[src/rtl/tausworthe_pkg.sv]
// Shared types and helpers for the Tausworthe 3-component URNG generator and checker.
// Latency: n/a (package of pure functions and types).
// Backpressure: n/a.
package tausworthe_pkg;

    typedef logic [31:0] dat_t;

    // Three-component generator state.
    typedef struct packed {
        dat_t s0;
        dat_t s1;
        dat_t s2;
    } taus_state_t;

    // Checker hunt/lock state.
    typedef enum logic {
        HUNT = 1'b0,
        LOCK = 1'b1
    } chk_state_t;

    // Each component needs a minimum seed value or it degenerates to a fixed point;
    // low seeds are lifted by the same offset the generator uses so both sides agree.
    function automatic dat_t get_seed(input dat_t seed, input logic [1:0] id);
        dat_t res;
        case (id)
            2'd0:    res = (seed < 32'd2)  ? seed + 32'd2  : seed;
            2'd1:    res = (seed < 32'd8)  ? seed + 32'd8  : seed;
            default: res = (seed < 32'd16) ? seed + 32'd16 : seed;
        endcase
        return res;
    endfunction

    // One step of all three component recurrences.
    function automatic taus_state_t taus_step(input dat_t s0, input dat_t s1, input dat_t s2);
        taus_state_t nxt;
        nxt.s0 = ((s0 & 32'hFFFF_FFFE) << 12) ^ (((s0 << 13) ^ s0) >> 19);
        nxt.s1 = ((s1 & 32'hFFFF_FFF8) <<  4) ^ (((s1 <<  2) ^ s1) >> 25);
        nxt.s2 = ((s2 & 32'hFFFF_FFF0) << 17) ^ (((s2 <<  3) ^ s2) >> 11);
        return nxt;
    endfunction

endpackage

[src/rtl/tausworthe_ref_gen.sv]
// Local reference copy of the URNG: holds state, reloads seeds or steps on request.
// Latency: oexp is combinational from state; load/advance take effect next enabled edge.
// Backpressure: none; state simply holds when neither iload nor iadvance is set.
module tausworthe_ref_gen
    import tausworthe_pkg::*;
#(
    parameter dat_t pSEED0 = '0,
    parameter dat_t pSEED1 = pSEED0,
    parameter dat_t pSEED2 = pSEED1
) (
    input  logic iclk,
    input  logic ireset_n,
    input  logic iclkena,
    input  logic iload,
    input  logic iadvance,
    output dat_t oexp
);

    localparam dat_t SEED0 = get_seed(pSEED0, 2'd0);
    localparam dat_t SEED1 = get_seed(pSEED1, 2'd1);
    localparam dat_t SEED2 = get_seed(pSEED2, 2'd2);

    taus_state_t state_q;
    taus_state_t state_d;

    // Next state: reload wins over advance so a lock loss restarts at E_0.
    always_comb begin
        state_d = state_q;
        if (iload) begin
            state_d.s0 = SEED0;
            state_d.s1 = SEED1;
            state_d.s2 = SEED2;
        end else if (iadvance) begin
            state_d = taus_step(state_q.s0, state_q.s1, state_q.s2);
        end
    end

    // State register, frozen while the clock enable is low.
    always_ff @(posedge iclk or negedge ireset_n) begin
        if (!ireset_n) begin
            state_q.s0 <= SEED0;
            state_q.s1 <= SEED1;
            state_q.s2 <= SEED2;
        end else if (iclkena) begin
            state_q <= state_d;
        end
    end

    assign oexp = state_q.s0 ^ state_q.s1 ^ state_q.s2;

endmodule

[config.mk]
export PLATFORM = sky130hd
export DESIGN_NAME = tausworthe_ref_gen
export DESIGN_NICKNAME = d
export VERILOG_FILES = /design/src/rtl/tausworthe_pkg.sv /design/src/rtl/tausworthe_ref_gen.sv
export SDC_FILE = /design/constraint.sdc
export NUM_CORES = 1
export LEC_CHECK = 0
export CORE_MARGIN = 2
export CORE_UTILIZATION = 45
export DETAILED_ROUTE_END_ITERATION = 16
export SLEW_MARGIN = 30
export SYNTH_ARGS = -nofsm -noshare
export SYNTH_HDL_FRONTEND = slang
export SYNTH_SLANG_ARGS = --single-unit
[constraint.sdc]
create_clock -name iclk -period 1.4 [get_ports iclk]
set_input_delay 0.42 -clock iclk [delete_from_list [all_inputs] [get_ports iclk]]
set_output_delay 0.42 -clock iclk [all_outputs]
set_load 0.03 [all_outputs]
==> out/qor.yml, run 1 <==
finish:
  fin_nets: 647
  reg_top3: "state_q (96)"
  final_common_cell: "buf_4"
  n_antenna_cell: 0
  largest_reg_flops: 96
  drive_gt1_share_pct: 38.0
  largest-register: "state_q"
  synthToLayoutAreaGrowth_pct: 40.9
  layout_common_cells: "buf_4 (103), dfrtp_1 (78), xnor2_2 (52)"
  stdcell_count: 794
timing:
  max_freq_mhz: 576
  fin_ws_ns: -0.337
  finalCriticalPeriod_ns: 1.74
  rsz0062_at_grt: "true"
  tightest_slew_ns: 0.360
  post-route-period-util_pct: 124
  relSlewSlack_pct: 76.0
  whs_ns: 0.415
  fin_worst_skew_ns: 0.00727
  fin_tns_setup_ns: -9.61
  finalMaxSlewViolations: 0
  hold_viol: 0
  setup_viol: 32
yosys:
  yosysSeqAreaShare_pct: 44.2
  async_flop_share_pct: 100
  syn_area_um2: 5440
  synth.area.mux_share_pct: 0
  synth-xor-area-share_pct: 16.9
  synthSimpleGateAreaFrac_pct: 14.7
  synth_top_family_by_area: "XOR/XNOR gates"
  synth_nets: 537
  yosys.area.top_type_share_pct: 42.8
  synthCells: 532
  yosysWarningCount: 0
  syn_area_per_cell_um2: 10.2
  synth_top_cell_by_area: "dfrtp_1"
  synth_fa_ha_area_share_pct: 0
  ys_top_cells_by_area: "dfrtp_1 (43%), xnor2_1 (11%), o221ai_1 (7.4%), a221o_1 (7.0%), xor2_1 (6.1%)"
  synth-compound-area-share_pct: 16.4
  ys.flop_type: "dfrtp_1"
  synth_edf_count: 0
  yosys.cell_types.count: 22
  synth-seq-cells: 96
power:
  total_power_uw: 8410
  power_density_nw_per_um2: 1100
  p_leak_uw: 0.00351
  irDropWorstVdd_uv: 669
worst_setup_path:
  path_class: "reg -> out"
  cp.required_ns: 0.98
  crit_path_start: "state_q[14]"
  r2r-start: "state_q[9]"
  path_max_fanout: 2
  critPathArrivalTime_ns: 1.32
  end_kind: "output port"
  cp-start-kind: "flip-flop"
routing:
  postRouteWirelength_um: 16100
  dr.first_iter.drc_count: 258
  first_pass_iters: 5
  wl_per_cell_um: 20.2
  avgViaCountPerCell: 5.57
  vias: 4420
  drtAntennaViolNets: 0
  drcViolationCount: 0
clocking:
  clock-sinks: 96
  cts_tree: "built"
  clk_path_buf_depth: 2
  cts_buffers: 9
  clock_latency_ns: 0.35
  root_buffer: "clkbuf_16"
  ctsHtreeMaxLevel: 3
  clk_pin_slew_worst_paths_ns: 0.07
worst_hold_path:
  hp-start: "iclkena"
  hp-class: "in -> reg"
global_routing:
  globalRouteTotalUtil_pct: 26.3
  grt_overflow: 0
  grt_first_pass_wirelength_um: 25400
  antenna_found_initial: 0
  grt_max_degree: 33
  grt_pass1_vias: 4308
job:
  cap_violations: 0
die:
  fp.coreArea_um2: 11900
  start_util_pct: 45.7
  pin_count: 37
  fp-row-count: 40
  die_w_um: 114
  dieArea_um2: 13000
  chipHeight_um: 114
placed_design:
  place_ws_ns: -0.0750
  place.gp.congestion: 0.865
  dp.cells: 770
  portBuffers: 36
  place_hpwl_um: 11400
run_status:
  violations: "setup timing"
  outcome: "finished with violations"
==> path summary, 6_finish.rpt <==
kind | slack [ns] | endpoint | cells after the start
setup reg to reg | 0.08 | state_q[1] | 4
hold / removal | 0.41 | state_q[46] | 3
hold reg to reg | 0.60 | state_q[33] | 1
min in group asynchronous | 0.50 | state_q[88] | 2
setup / recovery | -0.34 | oexp[14] | 3
max in group asynchronous | 0.36 | state_q[65] | 3
==> cells by family (layout without fill, tap and decap cells) <==
group,count (synthesis),after routing
flip-flops,96,96
XOR/XNOR,105,105
AO/OA/AOI/OAI,97,97
AND/OR/NAND/NOR,139,139
buffers and inverters,95,210
==> stage by stage <==
stage | utilization [%] | instance area, µm²
after floorplan | - | 5920
after global placement | 58.6 | 6980
after detailed placement | 58.6 | 6980
after CTS | 64.2 | 7640
after global routing | 64.3 | 7660
final | 64.3 | 7660
==> cells in the mapped netlist, types with 9 or more instances <==
cell type and instances:
dfrtp_1 93, clkbuf_1 23, inv_1 46, nand2b_1 46
a22o_1 9, xnor2_1 67, buf_2 14, nor2b_1 38
o221ai_1 46, a221o_1 38, xor2_1 38, nand3_1 46
==> critical path: stages, from the launching register on <==
cell	delay [ns]
dfrtp_2	0.44
xnor2_4	0.24
xnor2_4	0.14
buf_6	0.15
==> power breakdown <==
group | internal (µW) | total [µW] | switching [µW] | leakage (µW)
sequential | 2980 | 3270 | 295 | 0.00129
combinational | 1390 | 2700 | 1320 | 0.00207
clock | 1350 | 2440 | 1090 | 0.000139
total | 5720 | 8410 | 2700 | 0.00351
==> cell type report <==
class	count	area, µm²
Timing Repair Buffer	148	1360
Clock inverter	2	12.5
Clock buffer	14	274
Tap cell	147	184
Sequential cell	96	2420
Multi-Input combinational cell	341	3230
Inverter	46	173
Fill cell	953	4250
==> per-layer routing <==
metal / GRT usage (%) / routed length, µm
met4: 7.40 / 270
met3: 3.40 / 581
met2: 41.5 / 7710
met5: 0 / 0
met1: 38.5 / 7500
==> repair_timing <==
action / CTS / global route
resized for setup: 67 / 5
setup buffers: 7 / 2
hold buffers: 1 / 0
setup endpoints to repair: 32 / 32
pin swaps: 30 / 13
endpoints found under the hold margin: 14 / 0
No activity file was read; power rests on OpenSTA's default activity.
==> inputs of run 2 (changes only) <==
- CORE_MARGIN: 2 -> default
==> run 2 against run 1 <==
Net effect:
- the flow finishes with violations (DRC, hold timing, setup timing)
- utilization rose by 2.3 points
- clock skew fell by 0.00073 ns
- wire length rose by 2.1%
- via count increased by 0.59%
- sequential cell count stayed put
- global-route usage grew 2.0 points
- design area grew 0.96%
- largest power group unchanged
- setup slack worse by 0.025 ns
- sequential share of layout area shrank 0.35 points
- highest routed layer unchanged
- combinational power about the same
- non-clock buffer count grew 10
==> out/qor.yml, run 2 (synthesis gave the netlist of run 1 again) <==
run_status:
  outcome: "finished with violations"
  violations: "DRC, hold timing, setup timing"
finish:
  layout_common_cells: "buf_4 (113), dfrtp_1 (81), xnor2_2 (47)"
  drive_gt1_share_pct: 38.0
  final_common_cell: "buf_4"
  fillers: 919
  largest_reg_flops: 96
  largest-register: "state_q"
  n_antenna_cell: 0
  reg_top3: "state_q (96)"
  synthToLayoutAreaGrowth_pct: 42.3
  stdcell_count: 799
  fin_nets: 657
global_routing:
  grt_overflow: 0
  antenna_found_initial: 0
  globalRouteTotalUtil_pct: 28.4
  grt_pass1_vias: 4589
  grt_first_pass_wirelength_um: 26500
  grt_max_degree: 34
timing:
  max_freq_mhz: 567
  rsz0062_at_grt: "true"
  fin_tns_setup_ns: -9.90
  tightest_slew_ns: 0.414
  setup_viol: 32
  finalCriticalPeriod_ns: 1.76
  post-route-period-util_pct: 126
  fin_ws_ns: -0.362
  whs_ns: -0.00182
  finalMaxSlewViolations: 0
  relSlewSlack_pct: 72.4
  fin_worst_skew_ns: 0.00654
  hold_viol: 1
placed_design:
  portBuffers: 36
  dp.cells: 772
  place_hpwl_um: 11800
  place.gp.congestion: 0.823
clocking:
  root_buffer: "clkbuf_16"
  clock-sinks: 96
  ctsHtreeMaxLevel: 3
  clock_latency_ns: 0.35
  cts_tree: "built"
  cts_hold_buf: 0
  cts_buffers: 9
  clk_path_buf_depth: 2
  clk_pin_slew_worst_paths_ns: 0.07
routing:
  dr.first_iter.drc_count: 274
  vias: 4446
  avgViaCountPerCell: 5.56
  drtAntennaViolNets: 0
  postRouteWirelength_um: 16400
  drcViolationCount: 5
  wl_per_cell_um: 20.5
  first_pass_iters: 11
job:
  cap_violations: 0
die:
  start_util_pct: 46.8
  fp-row-count: 39
  fp.coreArea_um2: 11600
  dieArea_um2: 12500
  pin_count: 37
  chipHeight_um: 112
  die_w_um: 112
power:
  irDropWorstVdd_uv: 513
  switching_power_uw: 2720
  total_power_uw: 8760
  power_density_nw_per_um2: 1130
  p_leak_uw: 0.00358
  p_seq_share_pct: 37.5
  pwr-share-comb_pct: 31.1
  pwr-share-clk_pct: 31.4
  netSwitchingFraction_pct: 31.1
  internal_power_uw: 6040
worst_setup_path:
  end_kind: "output port"
  crit_path_start: "state_q[4]"
  path_class: "reg -> out"
  path_common_cell: "xnor2_2"
  worstRegToRegCells: 3
  r2r_end: "state_q[0]"
  cp_slowest_stage_delay_ns: 0.55
  path_cells: "xnor2_2, xnor2_2, buf_6"
  path_max_fanout: 2
  cpMaxStageDelayCell: "dfstp_2"
  r2r-start: "state_q[11]"
  cp-start-kind: "flip-flop"
  endpoint: "oexp[4]"
  ff2ff_setup_slack_ns: 0.10
  cp.required_ns: 0.98
  critPathArrivalTime_ns: 1.34
worst_hold_path:
  hp-class: "in -> async"
-- run 2: worst min path at each step --
stage,cells after the start,from,endpoint
3_3_place_gp,1,ireset_n,state_q[77]
4_1_cts,1,ireset_n,state_q[77]
3_5_place_dp,1,ireset_n,state_q[77]
2_1_floorplan,0,ireset_n,state_q[0]
5_1_grt,1,ireset_n,state_q[77]
6_report,1,ireset_n,state_q[77]
-- run 2: routing by layer --
metal,track usage [%],vias to the layer above,wire length (µm)
met5,0,-,0
met4,11.1,0,408
met3,2.89,23,547
met2,46.0,102,8020
met1,39.3,2230,7430
li1,-,2091,-
-- run 2: worst max-delay path, delay by kind of cell (launching register included) --
family | cells | cell delay [ns]
DFF | 1 | 0.55
xor gates and xnor gates | 2 | 0.28
buffers and inverters | 1 | 0.16
-- run 2: final cells by class --
class	instances	area [µm²]	share of cell area, %
timing repair buffer	158	1450	18.7
inverter	46	173	2.23
sequential	96	2420	31.3
tap	143	179	2.31
multi-input combinational	341	3200	41.3
clock inverter	3	65.1	0.841
clock buffer	12	256	3.32
-- run 2: power by group through the flow --
| stage | sequential, µW | clock (µW) | combinational, µW |
|---|---|---|---|
| CTS | 3280 | 2780 | 2720 |
| global route | 3300 | 2880 | 2890 |
| finish | 3280 | 2750 | 2720 |
| global placement | 3300 | 0 | 2460 |
| detailed placement | 3300 | 0 | 2490 |
| floorplan | 3260 | 0 | 1530 |
-- run 2: stage by stage --
stage               area [µm²]  setup slack, ns  utilization [%]
floorplan                 5920          -0.0469                -
global placement          7040          -0.0909             60.6
detailed placement        7040           -0.123             60.6
CTS                       7670           -0.390             66.1
global route              7740           -0.411             66.6
finish                    7740           -0.362             66.6
-- run 2: what timing repair did --
action | 4_1_cts | 5_1_grt
pin swaps | 29 | 20
gates cloned | 0 | 0
gates resized for setup | 61 | 3
endpoints found under the hold margin | 0 | 0
setup endpoints to repair | 32 | 32
buffers inserted | 5 | 8
==> inputs of run 3 (changes only) <==
- CTS_CLUSTER_DIAMETER: default -> 150
- REMOVE_ABC_BUFFERS: default -> 1
==> run 3 against run 2 <==
Net effect:
- count of clock-buffer cells in the layout down 2
- register-to-register slack better by 0.04 ns
- clock power down 3%
- critical path depth unchanged
- combinational power down 17%
- utilization down 5.8 points
- via count down 3.4%
- the run ends with DRC, setup timing left
- sequential share of layout area up 2.8 points
- global-route usage down 3.5 points
- cell count down 1.8%
- setup slack worse by 0.0096 ns
- hold slack better by 0.063 ns
==> out/qor.yml, run 3 (synthesis gave the netlist of run 1 again) <==
power:
  total_power_uw: 8120
  irDropWorstVdd_uv: 550
  power_density_nw_per_um2: 1150
  p_leak_uw: 0.00323
die:
  pin_count: 37
  fp.coreArea_um2: 11600
  fp-row-count: 39
  chipHeight_um: 112
  dieArea_um2: 12500
  die_w_um: 112
  start_util_pct: 46.8
finish:
  drive_gt1_share_pct: 29.9
  reg_top3: "state_q (96)"
  final_util_pct: 60.9
  largest_reg_flops: 96
  n_antenna_cell: 0
  design_area_um2: 7070
  final_common_cell: "buf_4"
  stdcell_count: 785
  largest-register: "state_q"
  layout_common_cells: "buf_4 (131), dfrtp_1 (92)"
  fin_nets: 642
  synthToLayoutAreaGrowth_pct: 30.0
worst_setup_path:
  path_cells: "xnor2_2, xnor2_1, buf_4"
  crit_path_start: "state_q[4]"
  path_class: "reg -> out"
  cp_slowest_stage_delay_ns: 0.56
  path_max_fanout: 2
  cp.required_ns: 0.98
  path_depth: 3
  cp-start-kind: "flip-flop"
  r2r-start: "state_q[26]"
  path_delay_family: "flip-flops"
  critPathArrivalTime_ns: 1.35
  worstRegToRegCells: 4
  cpMaxStageDelayCell: "dfstp_2"
  end_kind: "output port"
  crit_buf_inv: 1
placed_design:
  place_ws_ns: -0.0693
  portBuffers: 36
  dp.cells: 755
  placedInstanceArea_um2: 6440
  place_hpwl_um: 10200
  place.gp.congestion: 0.834
global_routing:
  grt_pass1_vias: 4232
  antenna_found_initial: 0
  grt_first_pass_wirelength_um: 23600
  grt_overflow: 0
  grt_max_degree: 63
  globalRouteTotalUtil_pct: 24.8
clocking:
  clk_pin_slew_worst_paths_ns: 0.07
  clock_latency_ns: 0.35
  ctsHtreeMaxLevel: 3
  clock-sinks: 96
  cts_hold_buf: 0
  clk_path_buf_depth: 2
  cts_tree: "built"
  root_buffer: "clkbuf_16"
  cts_buffers: 9
timing:
  rsz0062_at_grt: "true"
  hold_viol: 0
  finalMaxSlewViolations: 0
  relSlewSlack_pct: 69.4
  max_freq_mhz: 564
  finalCriticalPeriod_ns: 1.77
  fin_worst_skew_ns: 0.00640
  tightest_slew_ns: 0.459
  post-route-period-util_pct: 127
  setup_viol: 32
  fin_ws_ns: -0.372
job:
  cap_violations: 0
routing:
  first_pass_iters: 13
  dr.first_iter.drc_count: 265
  drtAntennaViolNets: 0
  wl_per_cell_um: 19.1
  drcViolationCount: 3
  vias: 4297
  postRouteWirelength_um: 15000
  avgViaCountPerCell: 5.47
run_status:
  violations: "DRC, setup timing"
  outcome: "finished with violations"
worst_hold_path:
  hp-class: "in -> async"
run 3: cell type report:
| class | count | area (µm²) |
|---|---|---|
| fill | 986 | 4540 |
| multi-input combinational | 341 | 2820 |
| sequential | 96 | 2410 |
| timing repair buffer | 143 | 1180 |
| clock buffer | 10 | 229 |
| tap | 143 | 179 |
| inverter | 46 | 173 |
| clock inverter | 6 | 85.1 |
run 3: stage by stage:
stage	TNS, ns	hold slack [ns]
5_1_grt	-10.95	0.0971
4_1_cts	-9.83	0.0847
2_1_floorplan	-36.97	0.124
6_report	-9.40	0.0608
3_3_place_gp	-3.46	0.458
3_5_place_dp	-3.40	0.456
run 3: what timing repair did:
action                                 in CTS  in global routing
pin swaps                                  27                 10
setup endpoints to repair                  32                 32
endpoints found under the hold margin       0                  0
setup buffers                               9                  6
gates resized for setup                    14                 16
run 3: power by group:
part           internal (µW)  switching [µW]  leakage [µW]
clock                   1560            1110      0.000148
combinational           1040            1210       0.00177
sequential              2970             223       0.00131
total                   5580            2540       0.00323
run 3: worst paths after layout:
check                         endpoint  slack [ns]
max                            oexp[4]       -0.37
min                         state_q[6]        0.06
max reg2reg                state_q[15]        0.14
min reg2reg                state_q[65]        0.55
max in group asynchronous  state_q[65]        0.92
min in group iclk          state_q[65]        0.55
run 3: per-layer routing:
| layer | routed length (µm) | vias to the layer above | track usage [%] | share of wire [%] |
|---|---|---|---|---|
| li1 | - | 2062 | - | - |
| met1 | 6970 | 2102 | 35.2 | 46 |
| met2 | 7020 | 110 | 38.6 | 47 |
| met3 | 623 | 23 | 3.48 | 4.2 |
| met4 | 378 | 0 | 9.60 | 2.5 |
| met5 | 0 | - | 0 | 0 |
